`config.mk`:
```
export PLATFORM = sky130hd
export DESIGN_NAME = uart_mem_loader
export DESIGN_NICKNAME = d
export VERILOG_FILES = /design/src/rtl/loader_pkg.sv /design/src/rtl/uart_loader_skid.sv /design/src/rtl/uart_mem_loader.sv
export SDC_FILE = /design/constraint.sdc
export NUM_CORES = 1
export LEC_CHECK = 0
export BUFFER_PORTS_ARGS = -buffer_cell sky130_fd_sc_hd__buf_2
export CELL_PAD_IN_SITES_DETAIL_PLACEMENT = 1
export CELL_PAD_IN_SITES_GLOBAL_PLACEMENT = 1
export CORE_MARGIN = 1
export CORE_UTILIZATION = 50
export CTS_CLUSTER_SIZE = 24
export DETAILED_ROUTE_END_ITERATION = 10
export PLACE_DENSITY_LB_ADDON = 0.1
export SLEW_MARGIN = 10
export SYNTH_ARGS = -nofsm -noshare
export SYNTH_HDL_FRONTEND = slang
export SYNTH_SLANG_ARGS = --single-unit
```
`constraint.sdc`:
```
create_clock -name clk -period 10 [get_ports clk]
set_clock_uncertainty 0.05 [all_clocks]
set_input_delay 1.5 -clock clk [delete_from_list [all_inputs] [get_ports clk]]
set_output_delay 1.5 -clock clk [all_outputs]
set_load 0.01 [all_outputs]
```
`src/rtl/loader_pkg.sv`:
```
// loader_pkg: shared constants and state encoding for the UART memory loader.
// Holds command/response byte codes, the err codes and the FSM state enum.
package loader_pkg;

  // Command bytes (first byte of a packet)
  localparam logic [7:0] CMD_FILL  = 8'h01;
  localparam logic [7:0] CMD_WRITE = 8'h02;
  localparam logic [7:0] CMD_MODE  = 8'h30;

  // Response bytes
  localparam logic [7:0] RSP_ACK = 8'h06;
  localparam logic [7:0] RSP_NAK = 8'h15;

  // err output codes
  localparam logic [1:0] ERR_NONE    = 2'd0;
  localparam logic [1:0] ERR_TIMEOUT = 2'd1;
  localparam logic [1:0] ERR_OVERRUN = 2'd2;
  localparam logic [1:0] ERR_CSUM    = 2'd3;

  typedef enum logic [2:0] {
    ST_IDLE,
    ST_MODE,
    ST_HDR,
    ST_DATA,
    ST_WR,
    ST_CSUM,
    ST_RESP
  } state_e;

endpackage

```
`src/rtl/uart_loader_skid.sv`:
```
// uart_loader_skid: one-entry byte buffer for rx bytes that arrive while the
// loader cannot consume them.
// Ports: clk, rst (async, active-high); push/pop/flush controls; din byte in;
// dout held byte; full flag; overrun_c flags a push into a full, unpopped entry.
module uart_loader_skid (
  input  logic       clk,
  input  logic       rst,
  input  logic       push,
  input  logic       pop,
  input  logic       flush,
  input  logic [7:0] din,
  output logic [7:0] dout,
  output logic       full,
  output logic       overrun_c
);

  // A push while full is only an overrun if the held byte is not leaving.
  assign overrun_c = push && full && !pop;

  always_ff @(posedge clk or posedge rst) begin
    if (rst) begin
      full <= 1'b0;
      dout <= '0;
    end else if (flush) begin
      full <= 1'b0;
    end else if (push && (!full || pop)) begin
      full <= 1'b1;
      dout <= din;
    end else if (pop) begin
      full <= 1'b0;
    end
  end

endmodule

```
`src/rtl/uart_mem_loader.sv`:
```
// uart_mem_loader: turns a UART byte stream into memory word writes and a
// display-mode register, answering each packet with ACK (0x06) or NAK (0x15).
// Ports: clk, rst (async, active-high); rx_data/rx_data_valid byte strobe in;
// tx_data/tx_data_valid/tx_data_ready response handshake; mem_we/mem_ready/
// mem_addr/mem_data write port; mode/mode_we display mode; busy; err code.
// Build option: define LOADER_CHECKSUM_EN to require a trailing XOR checksum
// byte on FILL and WRITE packets.
module uart_mem_loader
  import loader_pkg::*;
#(
  parameter int unsigned ADDR_W      = 16,
  parameter int unsigned DATA_BYTES  = 2,
  parameter int unsigned CNT_BYTES   = 2,
  parameter int unsigned TIMEOUT_CYC = 2_700_000,
  parameter int unsigned MODE_NUM    = 7
) (
  input  logic                         clk,
  input  logic                         rst,
  input  logic [7:0]                   rx_data,
  input  logic                         rx_data_valid,
  output logic [7:0]                   tx_data,
  output logic                         tx_data_valid,
  input  logic                         tx_data_ready,
  output logic                         mem_we,
  input  logic                         mem_ready,
  output logic [ADDR_W-1:0]            mem_addr,
  output logic [8*DATA_BYTES-1:0]      mem_data,
  output logic [$clog2(MODE_NUM)-1:0]  mode,
  output logic                         mode_we,
  output logic                         busy,
  output logic [1:0]                   err
);

  localparam int unsigned ADDR_BYTES = (ADDR_W + 7) / 8;
  localparam int unsigned HDR_BYTES  = ADDR_BYTES + CNT_BYTES;
  localparam int unsigned HDR_W      = 8 * HDR_BYTES;
  localparam int unsigned DATA_W     = 8 * DATA_BYTES;
  localparam int unsigned CNT_W      = 8 * CNT_BYTES;
  localparam int unsigned MODE_W     = $clog2(MODE_NUM);
  localparam int unsigned IDX_W      = $clog2(HDR_BYTES + DATA_BYTES);
  localparam int unsigned TMO_W      = $clog2(TIMEOUT_CYC + 1);
  localparam logic [7:0]  MODE_END   = 8'(32'(CMD_MODE) + MODE_NUM);

  state_e              state_q, state_d;
  logic [IDX_W-1:0]    idx_q, idx_d;
  logic [HDR_W-1:0]    hdr_q, hdr_d, hdr_sh;
  logic [DATA_W-1:0]   word_d, word_sh;
  logic [ADDR_W-1:0]   addr_d;
  logic [CNT_W-1:0]    cnt_q, cnt_d;
  logic                fill_q, fill_d;
  logic [TMO_W-1:0]    tmo_q, tmo_d;
  logic [1:0]          err_d;
  logic [MODE_W-1:0]   mode_d;
  logic                mode_we_d;
  logic [7:0]          tx_d;
  logic                drop_q, drop_d;

  logic       consume_c, byte_v_c, run_tmo_c, flush_c;
  logic [7:0] byte_c, skid_dout;
  logic       skid_full, skid_push_c, skid_pop_c, skid_ovr_c;

`ifdef LOADER_CHECKSUM_EN
  logic [7:0] csum_q, csum_d;
`endif

  // States that take a byte as soon as one is available; elsewhere rx bytes park in the skid buffer.
  assign consume_c   = (state_q == ST_IDLE) || (state_q == ST_HDR) ||
                       (state_q == ST_DATA) || (state_q == ST_CSUM);
  assign run_tmo_c   = (state_q == ST_HDR) || (state_q == ST_DATA) || (state_q == ST_CSUM);
  // The buffered byte is older than a live rx byte, so it goes first.
  assign byte_v_c    = skid_full || rx_data_valid;
  assign byte_c      = skid_full ? skid_dout : rx_data;
  assign skid_pop_c  = consume_c && skid_full;
  assign skid_push_c = rx_data_valid && !(consume_c && !skid_full) &&
                       !((state_q == ST_RESP) && drop_q);

  uart_loader_skid u_skid (
    .clk       (clk),
    .rst       (rst),
    .push      (skid_push_c),
    .pop       (skid_pop_c),
    .flush     (flush_c),
    .din       (rx_data),
    .dout      (skid_dout),
    .full      (skid_full),
    .overrun_c (skid_ovr_c)
  );

  // Next-state and datapath logic
  always_comb begin
    state_d   = state_q;
    idx_d     = idx_q;
    hdr_d     = hdr_q;
    word_d    = mem_data;
    addr_d    = mem_addr;
    cnt_d     = cnt_q;
    fill_d    = fill_q;
    tmo_d     = '0;
    err_d     = err;
    mode_d    = mode;
    mode_we_d = 1'b0;
    tx_d      = tx_data;
    drop_d    = drop_q;
    flush_c   = 1'b0;
`ifdef LOADER_CHECKSUM_EN
    csum_d    = csum_q;
`endif
    // Little-endian assembly: each new byte enters at the top and shifts down.
    hdr_sh    = HDR_W'({byte_c, hdr_q} >> 8);
    word_sh   = DATA_W'({byte_c, mem_data} >> 8);

    case (state_q)
      ST_IDLE: begin
        if (byte_v_c) begin
          err_d = ERR_NONE;
          idx_d = '0;
          if ((byte_c == CMD_FILL) || (byte_c == CMD_WRITE)) begin
            fill_d  = (byte_c == CMD_FILL);
            state_d = ST_HDR;
          end else if ((byte_c >= CMD_MODE) && (byte_c < MODE_END)) begin
            mode_d    = MODE_W'(byte_c - CMD_MODE);
            mode_we_d = 1'b1;
            state_d   = ST_MODE;
          end else begin
            err_d   = ERR_CSUM;
            tx_d    = RSP_NAK;
            state_d = ST_RESP;
          end
        end
      end
      ST_MODE: begin
        tx_d    = RSP_ACK;
        state_d = ST_RESP;
      end
      ST_HDR: begin
        if (byte_v_c) begin
          hdr_d = hdr_sh;
          idx_d = idx_q + IDX_W'(1);
          if (idx_q == IDX_W'(HDR_BYTES - 1)) begin
            addr_d  = hdr_sh[ADDR_W-1:0];
            cnt_d   = hdr_sh[HDR_W-1 -: CNT_W];
            idx_d   = '0;
            state_d = ST_DATA;
          end
        end
      end
      ST_DATA: begin
        if (byte_v_c) begin
          word_d = word_sh;
          idx_d  = idx_q + IDX_W'(1);
          if (idx_q == IDX_W'(DATA_BYTES - 1)) begin
            idx_d   = '0;
            state_d = ST_WR;
          end
        end
      end
      ST_WR: begin
        // mem_we is high throughout this state, so mem_ready alone marks acceptance.
        if (mem_ready) begin
          addr_d = mem_addr + ADDR_W'(1);
          if (cnt_q == '0) begin
`ifdef LOADER_CHECKSUM_EN
            state_d = ST_CSUM;
`else
            tx_d    = RSP_ACK;
            state_d = ST_RESP;
`endif
          end else begin
            cnt_d   = cnt_q - CNT_W'(1);
            state_d = fill_q ? ST_WR : ST_DATA;
          end
        end
      end
`ifdef LOADER_CHECKSUM_EN
      ST_CSUM: begin
        if (byte_v_c) begin
          if ((csum_q ^ byte_c) == 8'h00) begin
            tx_d = RSP_ACK;
          end else begin
            tx_d  = RSP_NAK;
            err_d = ERR_CSUM;
          end
          state_d = ST_RESP;
        end
      end
`endif
      ST_RESP: begin
        if (tx_data_ready) begin
          state_d = ST_IDLE;
        end
      end
      default: state_d = ST_IDLE;
    endcase

`ifdef LOADER_CHECKSUM_EN
    // Running XOR over every consumed packet byte before the checksum byte.
    if (byte_v_c && (state_q == ST_IDLE)) begin
      csum_d = byte_c;
    end else if (byte_v_c && ((state_q == ST_HDR) || (state_q == ST_DATA))) begin
      csum_d = csum_q ^ byte_c;
    end
`endif

    // Inter-byte timeout; a byte in the expiry cycle wins.
    if (run_tmo_c && !byte_v_c) begin
      if (tmo_q == TMO_W'(TIMEOUT_CYC - 1)) begin
        err_d   = ERR_TIMEOUT;
        tx_d    = RSP_NAK;
        state_d = ST_RESP;
      end else begin
        tmo_d = tmo_q + TMO_W'(1);
      end
    end

    // Second byte while the skid entry is still held: abandon the packet.
    if (skid_ovr_c) begin
      flush_c = 1'b1;
      err_d   = ERR_OVERRUN;
      drop_d  = 1'b1;
      if (state_q != ST_RESP) begin
        tx_d    = RSP_NAK;
        state_d = ST_RESP;
      end
    end

    // After a NAK, rx bytes during the response are treated as stale and dropped.
    if ((state_d == ST_RESP) && (state_q != ST_RESP)) begin
      drop_d = (tx_d == RSP_NAK);
    end
  end

  // State and output registers
  always_ff @(posedge clk or posedge rst) begin
    if (rst) begin
      state_q       <= ST_IDLE;
      idx_q         <= '0;
      hdr_q         <= '0;
      mem_data      <= '0;
      mem_addr      <= '0;
      cnt_q         <= '0;
      fill_q        <= 1'b0;
      tmo_q         <= '0;
      err           <= ERR_NONE;
      mode          <= '0;
      mode_we       <= 1'b0;
      tx_data       <= '0;
      drop_q        <= 1'b0;
      mem_we        <= 1'b0;
      tx_data_valid <= 1'b0;
      busy          <= 1'b0;
    end else begin
      state_q       <= state_d;
      idx_q         <= idx_d;
      hdr_q         <= hdr_d;
      mem_data      <= word_d;
      mem_addr      <= addr_d;
      cnt_q         <= cnt_d;
      fill_q        <= fill_d;
      tmo_q         <= tmo_d;
      err           <= err_d;
      mode          <= mode_d;
      mode_we       <= mode_we_d;
      tx_data       <= tx_d;
      drop_q        <= drop_d;
      mem_we        <= (state_d == ST_WR);
      tx_data_valid <= (state_d == ST_RESP);
      busy          <= (state_d != ST_IDLE);
    end
  end

`ifdef LOADER_CHECKSUM_EN
  always_ff @(posedge clk or posedge rst) begin
    if (rst) begin
      csum_q <= '0;
    end else begin
      csum_q <= csum_d;
    end
  end
`endif

endmodule

```
==> metrics.txt, run 1 <==
Worst-Skew Late Latency=around 0.43 ns; RSZ-0062 raised after global routing=no; Net Count, Synth=678; sequential fraction of the synthesis area=roughly half; Cell Area, Synth=around 6400 µm²; PwrDens=about 320 nW/µm²; Worst R2R Path Depth=5; Initial Utilization=52.19%; worst hold path cell count=1; Slew HR=31.94%; synth unique cells=63; Root Buffer=clkbuf_16; Hold Path Class=reg -> reg; number of H-tree branching levels=4; final setup violation count=0; Inst Count DP=~860; Rows=40; Slew Viols, Final=0; CP Data Arrival Time=~3.7 ns; CTS Buf Count=17; setup_tns=0 ns; worst-path fanout max=25; drt total wl=roughly 17000 µm; Yosys reg bits=128; commonest non-fill, non-tap cell in the layout=dfrtp_1; drt wl/cell=19.39 µm; CTS Sinks=128; Post-Syn Instances=657; yosys warns=0; Reg2Reg Setup Slack=between 6 and 7 ns; DRC viols=0; Final min period=approximately 3.4 ns; remaining antenna violation count=0; Worst EP required=10.30 ns; Leakage=between 3 and 4 nW; crit path launch type=primary input; CTS clk-pin slew, worst paths=0.05 ns; share of cells above drive strength 1=between 10% and 20%; FMAX=around 300 MHz; CTS tree=built; antenna cells=0; syn avg cell area=9.741 µm²; Post-synth EDFFs=0; worst r2r src=u_skid.full; number of global-route vias before repair=5542; drt first-iter violations=just over 300; # resized after CTS=0; Final Net Count=roughly 730; Vias/cell=~6; RR Endpoint=tx_data[2]; pin count of the biggest net entering global routing=67; largest area contributor in the netlist=dfrtp_1; clock buffer depth=2; Area Overhead vs Synth=15.58%; origin of the worst min-delay path=mem_data[0]; PortBufs=61; die height=115.1 µm; boundary pin count=62; Place WS=between 6 and 7 ns; CORE AREA=12260 µm²; Synth async-reset ratio=100.0%; die area=~13000 µm²; total track usage=~28%; MaxCap Viol Count=0; synth top area cells=dfrtp_1, mux2_2, a21oi_1, nor2_1, o21ai_0; setup repair bufs after CTS=0; Least-Margin Pin Slew=around 1.0 ns; Post-Layout Cell Count=approximately 900; Final Util=roughly three fifths; cts-stage hold buffer count=0; Hold EP=mem_data[0]; Synth top area share=50.05%; via count=5369; routability cong.=just over 0.8; Worst setup EP type=flop; outcome=finished, final reports clean; initial antenna violation count=0; Final period util=around 34%; main flop type after synthesis=dfrtp_1; critical path class=in -> reg; Fin. Hold Viols=0; Final WS setup=between 6 and 7 ns; first-pass GRT wire length=approximately 29000 µm; die width=~120 µm; total gr overflow=0; commonest non-fill, non-tap cells in the layout=dfrtp_1, nor2_1, a21oi_1; post-DP HPWL=11730 µm; Worst VDD drop=about 0.18 mV; first drt pass iteration count=4
## worst max path at each step
stage	startpoint	end	slack, ns	cells past startpoint
2_1_floorplan	rst	busy	5.04	1
3_3_place_gp	mem_ready	cnt_q[10]	6.31	7
3_5_place_dp	mem_ready	cnt_q[10]	6.14	7
4_1_cts	mem_ready	cnt_q[10]	6.58	7
5_1_grt	rx_data_valid	tx_data[3]	6.40	6
6_report	rx_data_valid	tx_data[2]	6.60	6
## flip-flops by register name (all words and copies together) (netlist names), 2 cells and up
name	cells
cnt_q	16
err	2
hdr_q	24
idx_q	3
mem_addr	16
mem_data	16
mode	3
state_q	3
tmo_q	22
tx_data	8
u_skid.dout	8
## power breakdown
part	switching [mW]	leakage, nW	internal [mW]
sequential	0.220	1.56	0.715
combinational	0.492	1.24	0.364
clock	0.221	0.270	0.369
## critical path: stages
cell	delay, ns
buf_2	0.19
o21bai_2	0.14
nor2_2	0.84
a221oi_1	0.31
o211ai_1	0.49
a211o_1	0.22
## logic make-up after synthesis
group,Yosys count,synth area share [%]
xor gates and xnor gates,25,3.421
DFF,128,50.05
AOI/OAI and AO/OA,167,16.03
and+or+nand+nor,245,19.18
adders and majority gates,8,1.564
muxes,40,6.862
buffers and inverters,44,2.893
## layer usage
layer	track usage, %	routed length, µm	up-vias
met2	47.87	8773	106
met3	5.851	582	30
met4	10.30	330	0
li1	-	-	2508
met5	0	0	-
met1	35.87	7591	2725
## layout make-up
class | instances | area, µm²
timing repair buffer | 66 | 342.8
clock buffer | 24 | 501.7
clock inverter | 5 | 55.05
multi-input combinational | 485 | 3025
tap | 168 | 210.2
fill | 1394 | 4865
sequential | 128 | 3203
inverter | 15 | 58.81
## per-stage QoR
stage / power (mW) / instance area (µm²) / hold WS, ns
after floorplan: 1.489 / 6400 / 0.4071
after CTS: 2.392 / 7393 / 0.4542
after global placement: 1.727 / 6837 / 0.4001
after detailed placement: 1.787 / 6837 / 0.4402
after global routing: 2.532 / 7397 / 0.4682
final: 2.382 / 7397 / 0.4495
## synth_stat cells, types with 4 or more instances
library cell and count:
a21oi_1 64, a22oi_1 4, and3_1 7, and4_1 4, buf_2 13, clkbuf_1 15
dfrtp_1 128, ha_1 8, inv_1 15, mux2_2 31, mux2i_1 9, nand2_1 47
nand2b_1 5, nand3_1 27, nand4_1 16, nor2_1 76, nor2b_1 5, nor3_1 19
nor3b_1 4, nor4_1 10, nor4b_1 5, o211ai_1 5, o21ai_0 41, o22ai_1 11
o2bb2ai_1 4, or4_1 4, xnor2_1 13, xor2_1 12
Note: power is estimated with default switching activity, not from simulation.
==> run 2: changes to the inputs <==
ABC_AREA = 1   (was not set)
CORE_UTILIZATION = 44   (was 50)
clock period = 3.6 ns   (was 10 ns; I/O delays follow)
==> metrics.txt, run 2 <==
Final WS setup=0.7712 ns (was 6.597 ns); switching portion of total power=43.55% (was 39.19%); Synth top area share=47.35% (was 50.05%); CP Data Arrival Time=3.09 ns (was 3.70 ns); number of H-tree branching levels=4 (unchanged); worst setup path end=cnt_q[8] (was tx_data[2]); PortBufs=61 (unchanged); Hold Path Class=in -> async (was reg -> reg); combinational share of power=42.0% (was 36.0%); CTS clk-pin slew, worst paths=0.06 ns (was 0.05 ns); max FFs per register=24 (unchanged); CTS tree=built (unchanged); Final Cell Area=7772 µm² (was 7397 µm²); setup repair bufs after CTS=0 (unchanged); Area Overhead vs Synth=14.89% (was 15.58%); outcome=finished, final reports clean (unchanged); Reg power frac=35.6% (was 39.3%); RSZ-0062 raised after global routing=no (unchanged); worst r2r src=u_skid.full (unchanged); Worst VDD drop=0.4232 mV (was 0.1826 mV); Worst R2R Path Depth=8 (was 5); syn avg cell area=7.848 µm² (was 9.741 µm²); Yosys reg bits=128 (unchanged); synth cell count leaders=nand2_1, dfrtp_1, inv_1 (was dfrtp_1, nor2_1, a21oi_1); final setup violation count=0 (unchanged); Layout fillers=1861 (was 1394); Crit path top cell by count=inv_2; Worst EP required=3.86 ns (was 10.30 ns); cts-stage hold buffer count=0 (unchanged); RR Endpoint=cnt_q[8] (was tx_data[2]); die width=126 µm (was 115.1 µm); Post-synth EDFFs=0 (unchanged); remaining antenna violation count=0 (unchanged); crit-path max cell delay=0.73 ns (was 0.84 ns); Slew Viols, Final=0 (unchanged); setup_tns=0 ns (unchanged); FMAX=between 300 and 400 MHz; boundary pin count=62 (unchanged); net switching power figure=2.967 mW (was 0.9335 mW); PwrDens=876.6 nW/µm² (was 322.0 nW/µm²); drt total wl=18950 µm (was 17280 µm); Synth async-reset ratio=100.0% (unchanged); total gr overflow=0 (unchanged); Crit path buffers/inverters=2 (was 1); first drt pass iteration count=4 (unchanged); Root Buffer=clkbuf_16 (unchanged); CORE AREA=14750 µm² (was 12260 µm²); yosys warns=0 (unchanged); most frequent cell after synthesis=nand2_1 (was dfrtp_1); commonest non-fill, non-tap cells in the layout=nand2_1, dfrtp_1, inv_1 (was dfrtp_1, nor2_1, a21oi_1); commonest non-fill, non-tap cell in the layout=nand2_1 (was dfrtp_1); Worst-Skew Late Latency=0.42 ns (was 0.43 ns); largest area contributor in the netlist=dfrtp_1 (unchanged); drt wl/cell=16.89 µm (was 19.39 µm); Final period util=78.58%; total track usage=26.09% (was 28.28%); Internal=3.847 mW (was 1.448 mW); critical path class=reg -> reg (was in -> reg); Largest regs=hdr_q x24, tmo_q x22 (unchanged); via count=5963 (was 5369); number of global-route vias before repair=6529 (was 5542); drt first-iter violations=438 (was 309); # resized after CTS=0 (unchanged); main flop type after synthesis=dfrtp_1 (unchanged); pin count of the biggest net entering global routing=50 (was 67); Final Net Count=947 (was 734); critical path depth=8 (was 6); Place WS=0.7779 ns (was 6.144 ns); Least-Margin Pin Slew=0.9348 ns (was 1.020 ns); Net Count, Synth=883 (was 678); Cell Area, Synth=6765 µm² (was 6400 µm²); Final min period=~2.8 ns; area of the multi-input gates=2972 µm² (was 3025 µm²); Register Area=3203 µm² (unchanged); Worst setup EP type=flop (unchanged); CP Cell Sequence=nor2_4 > nor2_2 > inv_2 > a21oi_4 > nand2_4 > inv_2 > o21ai_1 > mux2_4 (was buf_2 > o21bai_2 > nor2_2 > a221oi_1 > o211ai_1 > a211o_1); clock buffer depth=2 (unchanged); Reg2Reg Setup Slack=0.77 ns (was 6.76 ns); Slew HR=37.55% (was 31.94%); CP max stage cell=dfrtp_1 (was nor2_2); synth unique cells=45 (was 63); synth top area cells=dfrtp_1, nand2_1, o21ai_0, inv_1, nor2_1 (was dfrtp_1, mux2_2, a21oi_1, nor2_1, o21ai_0); DP Area=7264 µm² (was 6837 µm²); CP Launch Point=u_skid.full (was rx_data_valid); CTS Buf Count=17 (unchanged); clock power share=22.3% (was 24.8%); sequential fraction of the synthesis area=47.35% (was 50.05%); post-DP HPWL=13720 µm (was 11730 µm); Fin. Hold Viols=0 (unchanged); initial antenna violation count=0 (unchanged); first-pass GRT wire length=32590 µm (was 28590 µm); Initial Utilization=45.85% (was 52.19%); die area=15880 µm² (was 13260 µm²); cell family with most CP delay=flip-flops (was compound AO/OA/AOI/OAI gates); share of cells above drive strength 1=16.31% (was 19.36%); CTS Sinks=128 (unchanged); antenna cells=0 (unchanged); MaxCap Viol Count=0 (unchanged); crit path launch type=flop (was primary input); Vias/cell=5.315 (was 6.026); Post-Syn Instances=862 (was 657); Rows=44 (was 40); Top reg by flops=hdr_q (unchanged); Leakage=3.703 nW (was 3.065 nW); DRC viols=0 (unchanged); routability cong.=0.8407 (was 0.8301); worst-path fanout max=24 (was 25); die height=126 µm (was 115.1 µm)
-- run 2: cell types whose count changed in the layout (fill, tap and decap cells not counted), sizes merged, moves of 9 or more --
| cell | previous run | this run |
|---|---|---|
| a21oi | 64 | 38 |
| inv | 15 | 127 |
| mux2 | 31 | 2 |
| mux2i | 9 | 0 |
| nand2 | 47 | 212 |
| nand3 | 27 | 41 |
| nor2 | 76 | 99 |
| o21ai | 42 | 100 |
-- run 2: kinds of logic after synthesis --
group	Yosys count	synth area share, %
and+or+nand+nor	392	26.47
AOI/OAI and AO/OA	169	13.91
muxes	2	0.3883
adders and majority gates	8	1.480
buffers and inverters	150	8.729
DFF	128	47.35
xor gates and xnor gates	13	1.683
-- run 2: per-layer routing --
layer	vias to the layer above	GRT usage, %	share of wire (%)
met4	0	10.13	2.4
li1	2910	-	-
met3	28	5.480	2.6
met1	2946	32.54	44
met5	-	0	0
met2	79	44.33	51
-- run 2: cell type report --
type | instances | area share [%]
Tap cell | 184 | 2.962
Multi-Input combinational cell | 584 | 38.23
Timing Repair Buffer | 67 | 4.829
Clock inverter | 8 | 0.5151
Sequential cell | 128 | 41.21
Inverter | 128 | 6.230
Clock buffer | 23 | 6.021
-- run 2: worst min-delay path by stage --
| stage | from | end | slack [ns] | cells past startpoint |
|---|---|---|---|---|
| floorplan | tmo_q[0] | tmo_q[0] | 0.38 | 1 |
| global placement | tmo_q[0] | tmo_q[0] | 0.40 | 1 |
| detailed placement | tmo_q[0] | tmo_q[0] | 0.42 | 1 |
| CTS | rst | hdr_q[26] | 0.29 | 2 |
| global route | rx_data[6] | u_skid.dout[6] | 0.32 | 2 |
| finish | rst | hdr_q[10] | 0.26 | 2 |
-- run 2: through the flow --
step	cells	hold WS, ns	power (mW)	util (%)
finish	1122	0.2616	6.814	52.68
global route	1122	0.3158	7.377	52.68
detailed placement	1091	0.4232	5.299	49.24
CTS	1122	0.2939	6.886	52.68
global placement	1091	0.4001	5.145	49.24
floorplan	862	0.3829	4.384	-
-- run 2: power by group through the flow --
stage | Clock [mW] | Sequential [mW] | Combinational, mW
floorplan | 0 | 2.43 | 1.95
global placement | 0 | 2.41 | 2.74
detailed placement | 0 | 2.45 | 2.85
CTS | 1.55 | 2.43 | 2.90
global route | 1.62 | 2.51 | 3.25
finish | 1.52 | 2.43 | 2.86
==> run 3: changes to the inputs <==
CORE_UTILIZATION = 40   (was 44)
clock period = 2.6 ns   (was 3.6 ns; I/O delays follow)
==> metrics.txt, run 3 (synthesis gave the netlist of run 2 again) <==
outcome=finished, final reports clean (unchanged); number of H-tree branching levels=4 (unchanged); Hold Path Class=in -> async (unchanged); commonest non-fill, non-tap cells in the layout=nand2_1, dfrtp_1, inv_1 (unchanged); switching portion of total power=42.53% (was 43.55%); initial antenna violation count=0 (unchanged); CP Cell Sequence=ha_1 > nand3_1 > nor2_2 > nand2_1 > nor2_1 > nand2_1 > nor2_1 > nand4_1 > o21ai_0 > nand2_1 > o21ai_0 > nand2_1 (was nor2_4 > nor2_2 > inv_2 > a21oi_4 > nand2_4 > inv_2 > o21ai_1 > mux2_4); DP Area=7355 µm² (was 7264 µm²); PwrDens=1225 nW/µm² (was 876.6 nW/µm²); CP Launch Point=mem_addr[1] (was u_skid.full); Root Buffer=clkbuf_16 (unchanged); critical path class=reg -> reg (unchanged); Final Cell Area=7933 µm² (was 7772 µm²); total track usage=23.53% (was 26.09%); Reg power frac=34.2% (was 35.6%); Crit path buffers/inverters=0 (was 2); crit-path max cell delay=0.44 ns (was 0.73 ns); Least-Margin Pin Slew=0.6753 ns (was 0.9348 ns); final setup violation count=0 (unchanged); CTS clk-pin slew, worst paths=0.06 ns (about the same); Rows=47 (was 44); CTS Sinks=128 (unchanged); Largest regs=hdr_q x24, tmo_q x22 (unchanged); CORE AREA=16520 µm² (was 14750 µm²); Vias/cell=5.161 (was 5.315); PortBufs=61 (unchanged); die height=132.1 µm (was 126 µm); crit path launch type=flop (unchanged); remaining antenna violation count=0 (unchanged); worst-path fanout max=5 (was 24); Initial Utilization=40.94% (was 45.85%); net switching power figure=4.133 mW (was 2.967 mW); Final period util=92.36% (was 78.58%); Worst EP required=2.85 ns (was 3.86 ns); Final WS setup=0.1985 ns (was 0.7712 ns); worst r2r src=mem_addr[1] (was u_skid.full); Worst VDD drop=0.5675 mV (was 0.4232 mV); drt total wl=19030 µm (was 18950 µm); CP Data Arrival Time=2.65 ns (was 3.09 ns); Final Util=48.00% (was 52.68%); CTS tree=built (unchanged); total gr overflow=0 (unchanged); Top reg by flops=hdr_q (unchanged); Leakage=3.749 nW (was 3.703 nW); first-pass GRT wire length=32340 µm (was 32590 µm); setup repair bufs after CTS=0 (unchanged); setup_tns=0 ns (unchanged); RSZ-0062 raised after global routing=no (unchanged); post-DP HPWL=13880 µm (was 13720 µm); clock buffer depth=2 (unchanged); Internal=5.584 mW (was 3.847 mW); Worst-Skew Late Latency=0.42 ns (about the same); Slew HR=54.89% (was 37.55%); antenna cells=0 (unchanged); Final Net Count=953 (was 947); pin count of the biggest net entering global routing=48 (was 50); DRC viols=0 (unchanged); clock power share=24.1% (was 22.3%); die width=132.1 µm (was 126 µm); routability cong.=0.8950 (was 0.8407); Crit path top cell by count=nand2_1 (was inv_2); Final min period=2.401 ns (was 2.829 ns); Hold Slack=0.02706 ns (was 0.2616 ns); Area Overhead vs Synth=17.26% (was 14.89%); max FFs per register=24 (unchanged); number of global-route vias before repair=6361 (was 6529); drt first-iter violations=334 (was 438); boundary pin count=62 (unchanged); cell family with most CP delay=simple AND/OR/NAND/NOR gates (was flip-flops); Place WS=0.1601 ns (was 0.7779 ns); Worst R2R Path Depth=12 (was 8); Worst setup EP type=flop (unchanged); commonest non-fill, non-tap cell in the layout=nand2_1 (unchanged); combinational share of power=41.7% (was 42.0%); die area=17440 µm² (was 15880 µm²); Fin. Hold Viols=0 (unchanged); via count=6012 (was 5963); Reg2Reg Setup Slack=0.20 ns (was 0.77 ns); Slew Viols, Final=0 (unchanged); FMAX=416.4 MHz (was 353.5 MHz); first drt pass iteration count=4 (unchanged); CTS Buf Count=17 (unchanged); drt wl/cell=16.33 µm (was 16.89 µm); critical path depth=12 (was 8); MaxCap Viol Count=0 (unchanged); CP max stage cell=dfrtp_1 (unchanged); share of cells above drive strength 1=17.14% (was 16.31%)
## run 3: worst paths after layout
path | to
worst min-delay path | hdr_q[10]
worst max register to register | mem_addr[14]
worst min register to register | tmo_q[0]
min in group clk | u_skid.dout[6]
worst max-delay path | mem_addr[14]
max in group asynchronous | tx_data[1]
## run 3: layer usage
| metal | up-vias | GRT usage (%) | part of all wire [%] | wire length [µm] |
|---|---|---|---|---|
| met5 | - | 0 | 0 | 0 |
| met4 | 0 | 7.364 | 1.5 | 283 |
| met3 | 19 | 4.075 | 2.8 | 533 |
| met2 | 85 | 40.48 | 50 | 9583 |
| met1 | 2991 | 30.13 | 45 | 8625 |
| li1 | 2917 | - | - | - |
## run 3: final cells by class
| cell class | instances | area (µm²) |
|---|---|---|
| sequential | 128 | 3203 |
| timing repair buffer | 73 | 420.4 |
| tap | 220 | 275.3 |
| fill | 2060 | 8592 |
| multi-input combinational | 584 | 2974 |
| clock buffer | 22 | 464.2 |
| inverter | 128 | 484.2 |
| clock inverter | 10 | 111.4 |
## run 3: power by group through the flow
stage               registers [mW]  logic [mW]  clock network (mW)
floorplan                     3.37        2.70                   0
global placement              3.32        3.93                   0
detailed placement            3.36        4.06                   0
CTS                           3.33        4.11                2.40
global route                  3.44        4.57                2.48
finish                        3.33        4.05                2.34
## run 3: worst register-to-register path, cell delays in order, from the launching register on
cell and delay (ns):
dfrtp_1 0.44, ha_1 0.23, nand3_1 0.15, nor2_2 0.18, nand2_1 0.07, nor2_1 0.13, nand2_1 0.09, nor2_1 0.19
nand4_1 0.19, o21ai_0 0.25, nand2_1 0.08, o21ai_0 0.17, nand2_1 0.07
## run 3: through the flow
| step | cells | power, mW |
|---|---|---|
| floorplan | 862 | 6.070 |
| global placement | 1133 | 7.245 |
| detailed placement | 1133 | 7.413 |
| CTS | 1165 | 9.842 |
| global route | 1165 | 10.49 |
| finish | 1165 | 9.717 |
## run 3: what timing repair did
item,CTS,global route
hold buffers,0,0
resized for setup,0,1
setup endpoints to repair,0,1
endpoints found under the hold margin,0,0
